File: src/rtl/sevenseg_scan_driver.sv
// sevenseg_scan_driver
// Time-multiplexed driver for a 4-digit, common-anode seven-segment display
// (Nexys2 style: active-low anodes and shared active-low cathodes).
//
// - A free-running divider splits time into digit slots of 2^DIV_W cycles.
//   The 2-bit digit pointer advances on every divider wrap.
// - The first BLANK_CYC cycles of each slot keep every anode off. This stops
//   the previous digit's pattern from ghosting onto the next digit.
// - value/dp_in are captured into shadow registers once per full scan, at
//   divider==0 with digit_ptr==0. A scan therefore never mixes two input
//   values.
// - an/seg/dp are registered and lag the divider/state/pointer by one cycle.
//
// Optional build macro:
//   SEVENSEG_LZ_SUPPRESS_EN - blank leading zero digits (digits 3..1) whose
//   shadow nibbles from that digit upwards are all zero and whose decimal
//   point is off. Digit 0 always shows. When the macro is undefined, no
//   suppression logic is built.

module sevenseg_scan_driver #(
  parameter int DIV_W     = 16,  // slot length is 2^DIV_W cycles
  parameter int BLANK_CYC = 64   // blank cycles at slot start, 1 .. 2^DIV_W-2
) (
  input  logic        clk,
  input  logic        rst,
  input  logic [15:0] value,
  input  logic [3:0]  dp_in,
  input  logic        en,
  output logic [3:0]  an,
  output logic [6:0]  seg,
  output logic        dp,
  output logic [1:0]  digit_ptr
);

  typedef enum logic {
    ST_BLANK = 1'b0,
    ST_DRIVE = 1'b1
  } state_e;

  localparam logic [DIV_W-1:0] BLANK_LIM = DIV_W'(BLANK_CYC);
  localparam logic [DIV_W-1:0] DIV_ONE   = {{(DIV_W-1){1'b0}}, 1'b1};
  localparam logic [DIV_W-1:0] DIV_MAX   = {DIV_W{1'b1}};
  localparam logic [DIV_W-1:0] DIV_ZERO  = {DIV_W{1'b0}};

  // Hex nibble to active-low gfedcba pattern.
  function automatic logic [6:0] hex_to_seg(input logic [3:0] nib);
    logic [6:0] pat;
    case (nib)
      4'h0:    pat = 7'h40;
      4'h1:    pat = 7'h79;
      4'h2:    pat = 7'h24;
      4'h3:    pat = 7'h30;
      4'h4:    pat = 7'h19;
      4'h5:    pat = 7'h12;
      4'h6:    pat = 7'h02;
      4'h7:    pat = 7'h78;
      4'h8:    pat = 7'h00;
      4'h9:    pat = 7'h10;
      4'hA:    pat = 7'h08;
      4'hB:    pat = 7'h03;
      4'hC:    pat = 7'h46;
      4'hD:    pat = 7'h21;
      4'hE:    pat = 7'h06;
      4'hF:    pat = 7'h0E;
      default: pat = 7'h7F;
    endcase
    return pat;
  endfunction

  // State registers
  logic [DIV_W-1:0] div_q;
  logic [1:0]       ptr_q;
  state_e           state_q;
  logic [15:0]      sh_val_q;
  logic [3:0]       sh_dp_q;
  logic [3:0]       an_q;
  logic [6:0]       seg_q;
  logic             dp_q;

  // Next-state values
  logic [DIV_W-1:0] div_d;
  logic [1:0]       ptr_d;
  state_e           state_d;
  logic [15:0]      sh_val_d;
  logic [3:0]       sh_dp_d;
  logic [3:0]       an_d;
  logic [6:0]       seg_d;
  logic             dp_d;

  // Combinational helpers
  logic             wrap_s;
  logic             scan_start_s;
  logic [3:0]       nib_s;
  logic             sdp_s;
  logic             supp_s;
  logic             lit_s;

  // Divider, digit pointer and blank/drive state sequencing.
  always_comb begin
    wrap_s = (div_q == DIV_MAX);
    if (wrap_s) begin
      div_d = DIV_ZERO;
      ptr_d = ptr_q + 2'd1;
    end else begin
      div_d = div_q + DIV_ONE;
      ptr_d = ptr_q;
    end
    // The state tracks the divider value it will be paired with, so
    // state_q is BLANK exactly while div_q < BLANK_CYC. A wrap always
    // starts a fresh blank window.
    if (wrap_s || (div_d < BLANK_LIM)) begin
      state_d = ST_BLANK;
    end else begin
      state_d = ST_DRIVE;
    end
  end

  // Shadow capture once per scan, at the very start of slot 0.
  always_comb begin
    scan_start_s = (div_q == DIV_ZERO) && (ptr_q == 2'd0);
    if (scan_start_s) begin
      sh_val_d = value;
      sh_dp_d  = dp_in;
    end else begin
      sh_val_d = sh_val_q;
      sh_dp_d  = sh_dp_q;
    end
  end

  // Select the shadow nibble and decimal point of the current digit.
  always_comb begin
    case (ptr_q)
      2'd0:    nib_s = sh_val_q[3:0];
      2'd1:    nib_s = sh_val_q[7:4];
      2'd2:    nib_s = sh_val_q[11:8];
      2'd3:    nib_s = sh_val_q[15:12];
      default: nib_s = 4'h0;
    endcase
    sdp_s = sh_dp_q[ptr_q];
  end

`ifdef SEVENSEG_LZ_SUPPRESS_EN
  // Leading-zero suppression: digit i blanks when nibbles i..3 are all zero
  // and its own decimal point is off. Digit 0 always shows.
  always_comb begin
    case (ptr_q)
      2'd3:    supp_s = (sh_val_q[15:12] == 4'h0) && !sh_dp_q[3];
      2'd2:    supp_s = (sh_val_q[15:8] == 8'h00) && !sh_dp_q[2];
      2'd1:    supp_s = (sh_val_q[15:4] == 12'h000) && !sh_dp_q[1];
      2'd0:    supp_s = 1'b0;
      default: supp_s = 1'b0;
    endcase
  end
`else
  // Every digit always shows its nibble, leading zeros included.
  assign supp_s = 1'b0;
`endif

  // Output decode: the current digit lights only in DRIVE with en high.
  always_comb begin
    lit_s = (state_q == ST_DRIVE) && en && !supp_s;
    if (lit_s) begin
      an_d  = ~(4'b0001 << ptr_q);
      seg_d = hex_to_seg(nib_s);
      dp_d  = ~sdp_s;
    end else begin
      an_d  = 4'b1111;
      seg_d = 7'h7F;
      dp_d  = 1'b1;
    end
  end

  // All sequential state, with synchronous active-high reset.
  always_ff @(posedge clk) begin
    if (rst) begin
      div_q    <= DIV_ZERO;
      ptr_q    <= 2'd0;
      state_q  <= ST_BLANK;
      sh_val_q <= 16'h0000;
      sh_dp_q  <= 4'h0;
      an_q     <= 4'b1111;
      seg_q    <= 7'h7F;
      dp_q     <= 1'b1;
    end else begin
      div_q    <= div_d;
      ptr_q    <= ptr_d;
      state_q  <= state_d;
      sh_val_q <= sh_val_d;
      sh_dp_q  <= sh_dp_d;
      an_q     <= an_d;
      seg_q    <= seg_d;
      dp_q     <= dp_d;
    end
  end

  assign an        = an_q;
  assign seg       = seg_q;
  assign dp        = dp_q;
  assign digit_ptr = ptr_q;

endmodule

File: config.mk
export PLATFORM = sky130hd
export DESIGN_NAME = sevenseg_scan_driver
export DESIGN_NICKNAME = d
export VERILOG_FILES = /design/src/rtl/sevenseg_scan_driver.sv
export SDC_FILE = /design/constraint.sdc
export NUM_CORES = 1
export LEC_CHECK = 0
export BUFFER_PORTS_ARGS = -buffer_cell sky130_fd_sc_hd__buf_2
export CORE_MARGIN = 2
export CORE_UTILIZATION = 50
export CTS_CLUSTER_DIAMETER = 60
export DETAILED_ROUTE_END_ITERATION = 7
export GPL_ROUTABILITY_DRIVEN = 0
export GPL_TIMING_DRIVEN = 0
export PLACE_DENSITY = 0.84
export SKIP_CTS_REPAIR_TIMING = 1
export SLEW_MARGIN = 40
export SYNTH_ARGS = -nofsm -noshare
export SYNTH_HDL_FRONTEND = slang
export SYNTH_SLANG_ARGS = --single-unit
File: constraint.sdc
create_clock -name clk -period 2.95 [get_ports clk]
set_input_delay 0.295 -clock clk [delete_from_list [all_inputs] [get_ports clk]]
set_output_delay 0.295 -clock clk [all_outputs]
set_load 0.01 [all_outputs]
Yosys cells after proc, flatten, opt, wreduce, memory -nomap -nowiden
Memories as Yosys holds them, arrays and structs flattened. A register that Yosys moved wholly into a read port is not among the register bits.
Cells that the tools add are included.
- $add $sub $neg: 2
- magnitude comparators: 2
- equality and inequality tests: 4
- shift operators: 1
- mux-type cells: 5
- bitwise operators: 3
- reduce and logical (&&, ||, !) cells: 6
- operators by type and width (operator ; count):
    $add A16 B1 Y16 const B ; 1
    $eq A16 B16 Y1 const B ; 1
    $logic_not A16 Y1 ; 1
    $lt A16 B7 Y1 const B ; 1
    $mux W16 ; 1
    $pmux W4 S4 ; 1
    $eq A2 B2 Y1 const B ; 2
    $not A4 Y4 ; 1
    $shl A1 B2 Y4 const A ; 1
    $lt A2 B3 Y1 const B ; 1
    $add A2 B1 Y2 const B ; 1
    $bmux W1 S2 ; 1
    $eq A2 B1 Y1 const B ; 1
    $logic_and A1 B1 Y1 ; 2
    $logic_not A2 Y1 ; 1
    $mux W1 ; 2
    $not A1 Y1 ; 2
    $reduce_or A2 Y1 ; 1
    $logic_or A1 B1 Y1 ; 1
- register bits after elaboration: 44
- ROM bits: 112
- logic and storage cells: 31
- memories: 1
- memory list (memory ; depth ; width ; read ports ; clocked after Yosys merged registers in ; wr ports ; line ; source):
    (no name shown) ; 16 ; 7 ; 1 ; 1 ; 0 ; 48 ; case (nib)

Longest topological paths before layout
Gate-level depths: netlist of the first run.
- word-level depth: 5
- depth in mapped cells: 10
- mapped depth without buffers: 10

Least setup slack after synthesis of the first run
OpenSTA, ideal clock, no wires.
- kind: flip-flop to flip-flop
- start point: register ptr_q[0] (netlist: digit_ptr[0])
- end point: register seg_q[3] (netlist: seg[3])
- data arrival time: 2.315 ns
- slack: 0.517 ns
- cell stages (with the launch flop): 10
- buffers on the path: 1
- clock period less this slack: 2.433 ns
- cell sequence: dfxtp_1 -> inv_1 -> ha_1 -> clkbuf_1 -> mux2i_1 -> inv_1 -> ha_1 -> inv_1 -> mux4_2 -> nand2b_1
- word-level cells in the longest chain between the ends: 2
- RTL lines (what ; line ; source):
    start, declared ; 72 ; logic [1:0] ptr_q;
    start signal, assigned ; 186 ; ptr_q <= ptr_d;
    $eq A2 B2 Y1 (tied with other cells) ; 132 ; case (ptr_q)
    $pmux W4 S4 * ; 132 ;
    end, declared ; 77 ; logic [6:0] seg_q;
Mark *: on every way between the ends. The rest lies on a longest branch, timed or not.
A chain may end at the register's enable or synchronous reset.

Worst setup path after layout of the first run
Same ends and word-level chain as after synthesis.

==> key figures, run 1 <==
Run status
  – Result of the run: finished, final reports clean

Layout
  – Area used by multi-input combinational logic: 1230 um^2
  – Number of fillers in the final layout: 383
  – Sequential standard cell area: 1020 um^2
  – Most frequent standard cell in the layout excluding fill and tap cells: sky130_fd_sc_hd__dfxtp_1
  – Relative area change from synthesis to final layout: 14.7%
  – Fraction of layout cells with a size suffix above 1: 18.8%
  – Layout net count: 325
  – Diode count: 0
  – Highest-count cells in the layout ignoring fill and taps: sky130_fd_sc_hd__dfxtp_1 (51), sky130_fd_sc_hd__nor2_1 (45), sky130_fd_sc_hd__buf_2 (37)

Synth
  – Share of synthesized area occupied by flip-flops and latches: 43.5%
  – Count of unique library cells instantiated by Yosys: 40
  – Synthesized instance count: 249
  – Share of Yosys cell area claimed by the top area cell type: 43.5%
  – Cell types occupying the most area after synthesis: sky130_fd_sc_hd__dfxtp_1 (44%), sky130_fd_sc_hd__mux2i_1 (12%), sky130_fd_sc_hd__nor2_1 (7.2%)
  – Warning count from the yosys run: 0
  – Yosys reg bits: 51
  – Yosys top cell by area: sky130_fd_sc_hd__dfxtp_1
  – Mean Syn Cell Area: 9.42 um^2
  – Post-synthesis instance area: 2340 um^2
  – Synthesized Nets: 283

Global routing
  – Via count of the first global-routing pass: 1744
  – Final global-route overflow total: 0
  – Number of antenna violations at the first check in global routing: 0
  – All-Layer GR Usage: 19.2%
  – Wire length of the first global-routing pass: 7960 um
  – Maximum number of pins on one net before global-route repair: 15

Clock tree
  – Clk pin slew, worst setup/hold paths: 0.09 ns
  – TritonCTS clock tree: built
  – Count of H-tree levels built during CTS: 2
  – Clock root buffer: sky130_fd_sc_hd__clkbuf_8
  – Clock sinks: 51
  – Maximum number of buffers from clock root to sink: 2
  – Clock latency on the worst-skew pair: 0.29 ns
  – CTS buffer count: 5

Setup path
  – Highest-delay cell along the critical path: sky130_fd_sc_hd__mux2i_1
  – Critical Path RT: 3.13 ns
  – Slack of the worst reg-to-reg path: 0.18 ns
  – Startpoint Class: flip-flop
  – Cell type with the highest occurrence count on the critical path: sky130_fd_sc_hd__inv_1
  – Delay of the slowest cell on the worst path: 0.49 ns
  – WP data arrival: 2.96 ns
  – Reg-to-reg endpoint: seg[3]
  – Crit Path Max Fanout: 7
  – Startpoint of the most critical register-to-register path: digit_ptr[0]
  – Crit end category: flip-flop
  – Worst-path cell chain: inv_1 -> ha_1 -> clkbuf_1 -> mux2i_1 -> inv_1 -> ha_1 -> inv_1 -> mux4_2 -> nand2b_1
  – Path depth of the worst reg2reg path: 9
  – Critical path class: reg -> reg

Floorplan
  – Die Wd: 72.5 um
  – # IOs: 37
  – Placeable core area: 4440 um^2
  – Die height: 72.5 um
  – Floorplan row count: 24
  – Die area: 5250 um^2
  – Initial Util: 52.8%

Drt
  – Violation count after the first detailed-routing iteration: 121
  – Final ANT Viol Nets: 0
  – Overall routed net length: 4760 um
  – TritonRoute pass-1 iters: 5
  – Via/cell ratio: 5.42
  – Remaining routing DRC violations: 0
  – DR vias: 1865
  – WL per Instance: 13.8 um

Min path
  – WHS Path Cells: 3
  – Worst min path class: in -> reg
  – Hold Path Origin: value[15]
  – Sink of the worst hold path: sh_val_q[15]

Power
  – Static power due to leakage: 1.12 nW
  – Total power draw: 0.00133 W
  – Maximum ir drop on the vdd rail: 0.380 mV
  – Power density cells: 494 nW/um^2

STA
  – Clock skew: 0.00925 ns
  – Setup_tns: 0 ns
  – Unrepaired setup endpoints after global routing: false
  – Fin. Hold Viols: 0
  – Worst-case headroom to the max-slew limit: 56.5%
  – Slew @ Worst Pin: 0.647 ns
  – FMAX: 360 MHz
  – Final period util: 94.0%
  – Max-slew violation total from the final report: 0
  – Final critical-path required period: 2.77 ns
  – Total setup violations reported at the end of the flow: 0

Place
  – DPL Wire Length: 3530 um
  – Number of input and output port buffers inserted: 35

Flow run
  – Max_cap viols: 0
[synthesized netlist by cell type]
cell type,n
sky130_fd_sc_hd__nor4_1,3
sky130_fd_sc_hd__mux2i_1,27
sky130_fd_sc_hd__clkbuf_2,1
sky130_fd_sc_hd__o211ai_1,1
sky130_fd_sc_hd__nor2b_1,1
sky130_fd_sc_hd__nand2b_1,5
sky130_fd_sc_hd__dfxtp_1,51
sky130_fd_sc_hd__and2_1,1
sky130_fd_sc_hd__nand4_1,4
sky130_fd_sc_hd__mux2_2,1
sky130_fd_sc_hd__mux2_4,1
sky130_fd_sc_hd__clkbuf_1,6
sky130_fd_sc_hd__nand4_2,1
sky130_fd_sc_hd__or3_4,1
sky130_fd_sc_hd__mux4_2,2
sky130_fd_sc_hd__nor2_1,45
sky130_fd_sc_hd__a221oi_2,1
sky130_fd_sc_hd__and4_1,1
sky130_fd_sc_hd__inv_1,15
sky130_fd_sc_hd__nand2_1,13
sky130_fd_sc_hd__nand3_2,1
sky130_fd_sc_hd__nor3_1,3
sky130_fd_sc_hd__buf_1,1
sky130_fd_sc_hd__a21boi_0,1
sky130_fd_sc_hd__a31oi_1,1
sky130_fd_sc_hd__a21oi_1,5
sky130_fd_sc_hd__o21ai_0,5
sky130_fd_sc_hd__ha_1,11
sky130_fd_sc_hd__nor4b_1,1
sky130_fd_sc_hd__nand3_1,6
sky130_fd_sc_hd__xnor2_1,9
sky130_fd_sc_hd__o22ai_1,1
sky130_fd_sc_hd__and3b_1,1
sky130_fd_sc_hd__xor2_1,6
sky130_fd_sc_hd__and3_1,2
sky130_fd_sc_hd__buf_2,2
sky130_fd_sc_hd__nand2_2,1
sky130_fd_sc_hd__o221ai_1,4
sky130_fd_sc_hd__a222oi_1,4
sky130_fd_sc_hd__or3_1,3
[final cells by class]
cell class,count,share of cell area (%)
sequential,51,38.0
clock buffer,8,3.72
multi-input combinational,173,45.7
timing repair buffer,35,6.51
buffer,10,1.54
tap,52,2.42
inverter,15,2.09
[flip-flops by register name, indices dropped and copies added, names as in the netlist]
register   flops
div_q         16
dp             1
an             4
state_q        1
sh_dp_q        4
seg            7
digit_ptr      2
sh_val_q      16
[how the worst max path moves through the flow]
| stage | start | endpoint | depth (start not counted) |
|---|---|---|---|
| after floorplan | digit_ptr[0] | seg[3] | 9 |
| after global placement | digit_ptr[0] | seg[3] | 9 |
| after detailed placement | digit_ptr[0] | seg[3] | 9 |
| after CTS | digit_ptr[0] | seg[3] | 9 |
| after global routing | digit_ptr[0] | seg[3] | 9 |
| final | digit_ptr[0] | seg[3] | 9 |
[routing by layer]
metal	routed length (um)	vias to the layer above	track usage, %
li1	-	934	-
met1	2190	877	26.4
met2	2320	52	30.9
met3	209	2	3.47
met4	34	0	5.76
met5	0	-	0
[cell families (layout without fill, tap and decap cells)]
kind of cell	Yosys count	count (layout)	share of synthesized area, %
AND/OR/NAND/NOR	93	93	19.1
flip-flops	51	51	43.5
multiplexers	31	31	14.6
buffers and inverters	25	68	4.16
AO/OA/AOI/OAI	23	23	7.15
XOR/XNOR	15	15	5.60
adder cells (fa/ha/maj)	11	11	5.87
[where the power goes]
| group | switching [W] | internal [W] | total [W] |
|---|---|---|---|
| logic | 0.0000920 | 0.0000776 | 0.000170 |
| registers | 0.0000174 | 0.000717 | 0.000735 |
| clock network | 0.000211 | 0.000214 | 0.000425 |
[per-stage QoR]
step | utilization (%) | instances | setup WS (ns) | area (um^2) | hold WS (ns)
6_report | 60.5 | 344 | 0.176 | 2690 | 0.233
3_5_place_dp | 58.2 | 336 | 0.161 | 2580 | 0.484
5_1_grt | 60.5 | 344 | 0.0417 | 2690 | 0.242
4_1_cts | 60.4 | 344 | 0.107 | 2690 | 0.230
2_1_floorplan | - | 249 | 0.517 | 2340 | 0.442
3_3_place_gp | 58.2 | 336 | 0.223 | 2580 | 0.472
[critical path, delay by kind of cell, from the launching register on]
kind,cells,cell delay (ns)
buffers and inverters,4,0.73
multiplexers,2,0.93
adder cells (fa/ha/maj),2,0.46
flip-flops,1,0.39
AND/OR/NAND/NOR,1,0.15
Note: power is estimated with default switching activity, not from simulation.
==> run 2, diff against run 1 <==
--- a/config.mk
+++ b/config.mk
@@ -13,6 +13,7 @@
 export GPL_ROUTABILITY_DRIVEN = 0
 export GPL_TIMING_DRIVEN = 0
 export PLACE_DENSITY = 0.84
+export REMOVE_ABC_BUFFERS = 1
 export SKIP_CTS_REPAIR_TIMING = 1
 export SLEW_MARGIN = 40
 export SYNTH_ARGS = -nofsm -noshare
==> key figures, run 2 (synthesized netlist as in run 1, its figures left out) <==
Power
  – Power density cells: 524 nW/um^2 (was 494 nW/um^2)
  – Maximum ir drop on the vdd rail: 0.326 mV (was 0.380 mV)
  – Total power draw: 0.00141 W (was 0.00133 W)
  – Static power due to leakage: 1.12 nW (about the same)

Floorplan
  – Initial Util: 52.8% (unchanged)
  – Floorplan row count: 24 (unchanged)
  – Die Wd: 72.5 um (unchanged)
  – Die area: 5250 um^2 (unchanged)
  – Die height: 72.5 um (unchanged)
  – Placeable core area: 4440 um^2 (unchanged)
  – # IOs: 37 (unchanged)

Place
  – DPL Wire Length: 3190 um (was 3530 um)
  – Number of input and output port buffers inserted: 36 (was 35)
  – Cells after DPL: 328 (was 336)
  – Placed instance area: 2570 um^2 (was 2580 um^2)

Clock tree
  – Clk pin slew, worst setup/hold paths: 0.10 ns (was 0.09 ns)
  – Count of H-tree levels built during CTS: 2 (unchanged)
  – CTS buffer count: 5 (unchanged)
  – Maximum number of buffers from clock root to sink: 2 (unchanged)
  – Clock sinks: 51 (unchanged)
  – Clock root buffer: sky130_fd_sc_hd__clkbuf_8 (unchanged)
  – TritonCTS clock tree: built (unchanged)
  – Clock latency on the worst-skew pair: 0.31 ns (was 0.29 ns)

Drt
  – Remaining routing DRC violations: 0 (unchanged)
  – Overall routed net length: 4600 um (was 4760 um)
  – WL per Instance: 13.7 um (was 13.8 um)
  – Final ANT Viol Nets: 0 (unchanged)
  – TritonRoute pass-1 iters: 4 (was 5)
  – Via/cell ratio: 5.44 (was 5.42)
  – Violation count after the first detailed-routing iteration: 144 (was 121)
  – DR vias: 1828 (was 1865)

Setup path
  – Cell type group with the largest total delay on the critical path: multiplexers (unchanged)
  – WP data arrival: 2.81 ns (was 2.96 ns)
  – CP Buf/Inv Count: 3 (was 4)
  – Highest-delay cell along the critical path: sky130_fd_sc_hd__mux2i_1 (unchanged)
  – Crit Path Max Fanout: 7 (unchanged)
  – Critical Path RT: 3.13 ns (about the same)
  – Critical path class: reg -> reg (unchanged)
  – Crit end category: flip-flop (unchanged)
  – Delay of the slowest cell on the worst path: 0.52 ns (was 0.49 ns)
  – Worst-path cell chain: inv_1 -> ha_1 -> mux2i_1 -> inv_1 -> ha_1 -> inv_1 -> mux4_2 -> nand2b_1 (was inv_1 -> ha_1 -> clkbuf_1 -> mux2i_1 -> inv_1 -> ha_1 -> inv_1 -> mux4_2 -> nand2b_1)
  – Startpoint Class: flip-flop (unchanged)
  – Cell type with the highest occurrence count on the critical path: sky130_fd_sc_hd__inv_1 (unchanged)

Flow run
  – Max_cap viols: 0 (unchanged)

Layout
  – Number of fillers in the final layout: 374 (was 383)
  – Diode count: 0 (unchanged)
  – Core Util, Final: 60.7% (was 60.5%)
  – Relative area change from synthesis to final layout: 15.0% (was 14.7%)
  – Highest-count cells in the layout ignoring fill and taps: sky130_fd_sc_hd__dfxtp_1 (51), sky130_fd_sc_hd__nor2_1 (44), sky130_fd_sc_hd__buf_2 (36) (was sky130_fd_sc_hd__dfxtp_1 (51), sky130_fd_sc_hd__nor2_1 (45), sky130_fd_sc_hd__buf_2 (37))
  – Fraction of layout cells with a size suffix above 1: 19.7% (was 18.8%)
  – Most frequent standard cell in the layout excluding fill and tap cells: sky130_fd_sc_hd__dfxtp_1 (unchanged)
  – Non-filler cells, final: 336 (was 344)
  – Post-Layout Inst Area: 2700 um^2 (was 2690 um^2)
  – Layout net count: 317 (was 325)

STA
  – Fin. Hold Viols: 0 (unchanged)
  – Total setup violations reported at the end of the flow: 0 (unchanged)
  – Final critical-path required period: 2.63 ns (was 2.77 ns)
  – Slew @ Worst Pin: 0.780 ns (was 0.647 ns)
  – Max-slew violation total from the final report: 0 (unchanged)
  – Final period util: 89.2% (was 94.0%)
  – FMAX: 380 MHz (was 360 MHz)
  – Worst-case headroom to the max-slew limit: 47.5% (was 56.5%)
  – Worst hold slack across all endpoints: 0.216 ns (was 0.233 ns)
  – Clock skew: 0.0105 ns (was 0.00925 ns)
  – Unrepaired setup endpoints after global routing: false (unchanged)

Global routing
  – Final global-route overflow total: 0 (unchanged)
  – Wire length of the first global-routing pass: 7790 um (was 7960 um)
  – Number of antenna violations at the first check in global routing: 0 (unchanged)
  – Via count of the first global-routing pass: 1709 (was 1744)
  – All-Layer GR Usage: 19.1% (was 19.2%)
  – Maximum number of pins on one net before global-route repair: 29 (was 15)

Run status
  – Result of the run: finished, final reports clean (unchanged)

Min path
  – Worst min path class: in -> reg (unchanged)
-- run 2: cell count changes in the layout (fill, tap and decap cells not counted), sizes merged --
cell / before / now
buf: 38 / 37
bufinv: 0 / 1
clkbuf: 15 / 6
inv: 15 / 16
-- run 2: where the power goes --
part,internal [W],switching (W),total [W]
combinational,0.0000802,0.0000882,0.000168
sequential,0.000717,0.0000189,0.000736
clock,0.000279,0.000230,0.000509
-- run 2: cell type report --
| type | count | area, um^2 | share of cell area (%) |
|---|---|---|---|
| Clock inverter | 2 | 38.8 | 1.44 |
| Multi-Input combinational cell | 173 | 1240 | 45.9 |
| Clock buffer | 6 | 82.6 | 3.06 |
| Sequential cell | 51 | 1020 | 37.9 |
| Timing Repair Buffer | 37 | 195 | 7.24 |
| Tap cell | 52 | 65.1 | 2.41 |
| Inverter | 15 | 56.3 | 2.09 |
-- run 2: worst paths after layout --
| path | slack, ns | cells past startpoint | to | startpoint |
|---|---|---|---|---|
| worst min register to register | 0.50 | 2 | sh_val_q[2] | sh_val_q[2] |
| worst max register to register | 0.32 | 8 | seg[3] | digit_ptr[0] |
| worst min-delay path | 0.22 | 3 | sh_val_q[11] | value[11] |
| worst max-delay path | 0.32 | 8 | seg[3] | digit_ptr[0] |
-- run 2: layer usage --
layer  vias to the layer above  GRT usage, %  part of all wire [%]
met5                         -             0                     0
met4                         0          10.5                   2.6
met3                        10          3.61                   5.2
met2                        65          30.6                    48
met1                       835          24.3                    44
li1                        918             -                     -
-- run 2: metrics by stage --
stage	setup slack [ns]	TNS (ns)
floorplan	0.343	0
global placement	-0.214	-4.13
detailed placement	0.337	0
CTS	0.318	0
global route	0.103	0
finish	0.319	0
-- run 2: worst register-to-register path, cell delays in order (launching register included) --
cell	delay [ns]
sky130_fd_sc_hd__dfxtp_1	0.37
sky130_fd_sc_hd__inv_1	0.14
sky130_fd_sc_hd__ha_1	0.40
sky130_fd_sc_hd__mux2i_1	0.53
sky130_fd_sc_hd__inv_1	0.13
sky130_fd_sc_hd__ha_1	0.31
sky130_fd_sc_hd__inv_1	0.05
sky130_fd_sc_hd__mux4_2	0.43
sky130_fd_sc_hd__nand2b_1	0.14
==> run 3, diff against run 2 <==
--- a/config.mk
+++ b/config.mk
@@ -6,7 +6,7 @@
 export NUM_CORES = 1
 export LEC_CHECK = 0
 export BUFFER_PORTS_ARGS = -buffer_cell sky130_fd_sc_hd__buf_2
-export CORE_MARGIN = 2
+export CORE_MARGIN = 3
 export CORE_UTILIZATION = 50
 export CTS_CLUSTER_DIAMETER = 60
 export DETAILED_ROUTE_END_ITERATION = 7
==> key figures, run 3 (synthesized netlist as in run 1, its figures left out) <==
Clock tree
  – Clock sinks: 51 (unchanged)
  – TritonCTS clock tree: built (unchanged)
  – Maximum number of buffers from clock root to sink: 2 (unchanged)
  – Count of H-tree levels built during CTS: 2 (unchanged)
  – CTS buffer count: 5 (unchanged)
  – Clk pin slew, worst setup/hold paths: 0.10 ns (about the same)
  – Clock latency on the worst-skew pair: 0.31 ns (about the same)
  – Clock root buffer: sky130_fd_sc_hd__clkbuf_8 (unchanged)

Floorplan
  – Placeable core area: 4440 um^2 (unchanged)
  – Initial Util: 52.8% (unchanged)
  – # IOs: 37 (unchanged)
  – Die height: 74.5 um (was 72.5 um)
  – Die Wd: 74.5 um (was 72.5 um)
  – Floorplan row count: 24 (unchanged)
  – Die area: 5550 um^2 (was 5250 um^2)

Drt
  – WL per Instance: 14.0 um (was 13.7 um)
  – Final ANT Viol Nets: 0 (unchanged)
  – Overall routed net length: 4710 um (was 4600 um)
  – DR vias: 1812 (was 1828)
  – Violation count after the first detailed-routing iteration: 118 (was 144)
  – Remaining routing DRC violations: 0 (unchanged)
  – TritonRoute pass-1 iters: 5 (was 4)
  – Via/cell ratio: 5.39 (was 5.44)

Power
  – Combinational fraction of design power: 11.8% (was 11.9%)
  – Cell internal pwr: 0.00115 W (was 0.00108 W)
  – Power density cells: 552 nW/um^2 (was 524 nW/um^2)
  – Power spent charging and discharging nets: 0.000357 W (was 0.000337 W)
  – Reg power frac: 48.9% (was 52.1%)
  – Clock network fraction of design power: 39.3% (was 36.0%)
  – Maximum ir drop on the vdd rail: 0.511 mV (was 0.326 mV)
  – Static power due to leakage: 1.14 nW (was 1.12 nW)
  – Switch share: 23.7% (was 23.8%)

Global routing
  – Final global-route overflow total: 0 (unchanged)
  – Maximum number of pins on one net before global-route repair: 29 (unchanged)
  – Wire length of the first global-routing pass: 7660 um (was 7790 um)
  – Via count of the first global-routing pass: 1720 (was 1709)
  – Number of antenna violations at the first check in global routing: 0 (unchanged)
  – All-Layer GR Usage: 17.9% (was 19.1%)

Layout
  – Layout net count: 317 (unchanged)
  – Most frequent standard cell in the layout excluding fill and tap cells: sky130_fd_sc_hd__dfxtp_1 (unchanged)
  – Number of fillers in the final layout: 376 (was 374)
  – Relative area change from synthesis to final layout: 16.3% (was 15.0%)
  – Post-Layout Inst Area: 2730 um^2 (was 2700 um^2)
  – Diode count: 0 (unchanged)
  – Fraction of layout cells with a size suffix above 1: 19.7% (unchanged)
  – Highest-count cells in the layout ignoring fill and taps: sky130_fd_sc_hd__dfxtp_1 (51), sky130_fd_sc_hd__nor2_1 (44), sky130_fd_sc_hd__buf_2 (36) (unchanged)

Setup path
  – Delay of the slowest cell on the worst path: 0.47 ns (was 0.52 ns)
  – Crit end category: flip-flop (unchanged)
  – WP data arrival: 2.86 ns (was 2.81 ns)
  – Highest-delay cell along the critical path: sky130_fd_sc_hd__mux2i_1 (unchanged)
  – Worst-path cell chain: inv_1 -> ha_1 -> mux2i_1 -> inv_1 -> ha_1 -> inv_1 -> mux4_2 -> nand2b_1 (unchanged)
  – Start point of the critical path: digit_ptr[0] (unchanged)
  – Critical Path RT: 3.13 ns (about the same)
  – Startpoint Class: flip-flop (unchanged)
  – Cell type with the highest occurrence count on the critical path: sky130_fd_sc_hd__inv_1 (unchanged)
  – Critical path class: reg -> reg (unchanged)
  – Slack of the worst reg-to-reg path: 0.27 ns (was 0.32 ns)
  – CP Buf/Inv Count: 3 (unchanged)
  – Worst path depth: 8 (unchanged)
  – Path depth of the worst reg2reg path: 8 (unchanged)
  – Reg-to-reg endpoint: seg[3] (unchanged)
  – Crit Path Max Fanout: 7 (unchanged)
  – Cell type group with the largest total delay on the critical path: multiplexers (unchanged)
  – Capturing instance or port of the critical path: seg[3] (unchanged)
  – Startpoint of the most critical register-to-register path: digit_ptr[0] (unchanged)

Place
  – Placed instance area: 2580 um^2 (was 2570 um^2)
  – Post-Place Worst Slack: 0.323 ns (was 0.337 ns)
  – DPL Wire Length: 3310 um (was 3190 um)
  – Number of input and output port buffers inserted: 36 (unchanged)

Min path
  – Worst min path class: in -> reg (unchanged)
  – WHS Path Cells: 3 (unchanged)

STA
  – Unrepaired setup endpoints after global routing: false (unchanged)
  – FMAX: 373 MHz (was 380 MHz)
  – Final period util: 90.9% (was 89.2%)
  – Final critical-path required period: 2.68 ns (was 2.63 ns)
  – Clock skew: 0.00806 ns (was 0.0105 ns)
  – Final setup margin: 0.269 ns (was 0.319 ns)
  – Fin. Hold Viols: 0 (unchanged)
  – Slew @ Worst Pin: 0.877 ns (was 0.780 ns)
  – Total setup violations reported at the end of the flow: 0 (unchanged)
  – Max-slew violation total from the final report: 0 (unchanged)
  – Worst-case headroom to the max-slew limit: 41.3% (was 47.5%)

Run status
  – Result of the run: finished, final reports clean (unchanged)

Flow run
  – Max_cap viols: 0 (unchanged)
[run 3: cell types whose count changed in the layout (fill, tap and decap cells not counted), sizes merged]
cell,delta
clkbuf,-1
bufinv,+1
[run 3: area by class of cell]
| class | instances | area (um^2) | area share [%] |
|---|---|---|---|
| Multi-Input combinational cell | 173 | 1240 | 45.4 |
| Sequential cell | 51 | 1020 | 37.4 |
| Timing Repair Buffer | 37 | 208 | 7.61 |
| Clock inverter | 3 | 71.3 | 2.61 |
| Clock buffer | 5 | 68.8 | 2.52 |
| Tap cell | 52 | 65.1 | 2.39 |
| Inverter | 15 | 56.3 | 2.06 |
[run 3: per-stage QoR]
| stage | TNS (ns) | std cells | util [%] | hold slack [ns] | total power [W] |
|---|---|---|---|---|---|
| 3_5_place_dp | 0 | 328 | 58.1 | 0.480 | 0.000926 |
| 5_1_grt | 0 | 336 | 61.4 | 0.210 | 0.00156 |
| 4_1_cts | 0 | 336 | 61.3 | 0.205 | 0.00151 |
| 2_1_floorplan | 0 | 239 | - | 0.364 | 0.000866 |
| 6_report | 0 | 336 | 61.4 | 0.209 | 0.00151 |
| 3_3_place_gp | -3.28 | 327 | 57.3 | 0.471 | 0.000906 |
[run 3: how the worst min path moves through the flow]
stage                     slack (ns)      endpoint   startpoint
after global routing            0.21  sh_val_q[15]    value[15]
final                           0.21  sh_val_q[13]    value[13]
after floorplan                 0.36      div_q[6]          rst
after CTS                       0.21  sh_val_q[13]    value[13]
after global placement          0.47   sh_val_q[5]  sh_val_q[5]
after detailed placement        0.48    sh_dp_q[3]   sh_dp_q[3]
[run 3: power by group through the flow]
stage	registers (W)	clock network, W	logic (W)
floorplan	0.000747	0	0.000119
global placement	0.000750	0	0.000156
detailed placement	0.000752	0	0.000174
CTS	0.000736	0.000601	0.000177
global route	0.000741	0.000622	0.000196
finish	0.000736	0.000591	0.000178
[run 3: tightest hold or removal path, stage by stage]
cell                      delay (ns)
sky130_fd_sc_hd__buf_2          0.08
sky130_fd_sc_hd__mux2i_1        0.05
sky130_fd_sc_hd__nor2_1         0.07
[run 3: metal layers]
| metal | up-vias | wire length (um) | track usage, % |
|---|---|---|---|
| met4 | 0 | 89 | 6.92 |
| met2 | 49 | 2260 | 29.0 |
| met1 | 833 | 2140 | 23.1 |
| met3 | 8 | 218 | 4.46 |
| met5 | - | 0 | 0 |
| li1 | 922 | - | - |
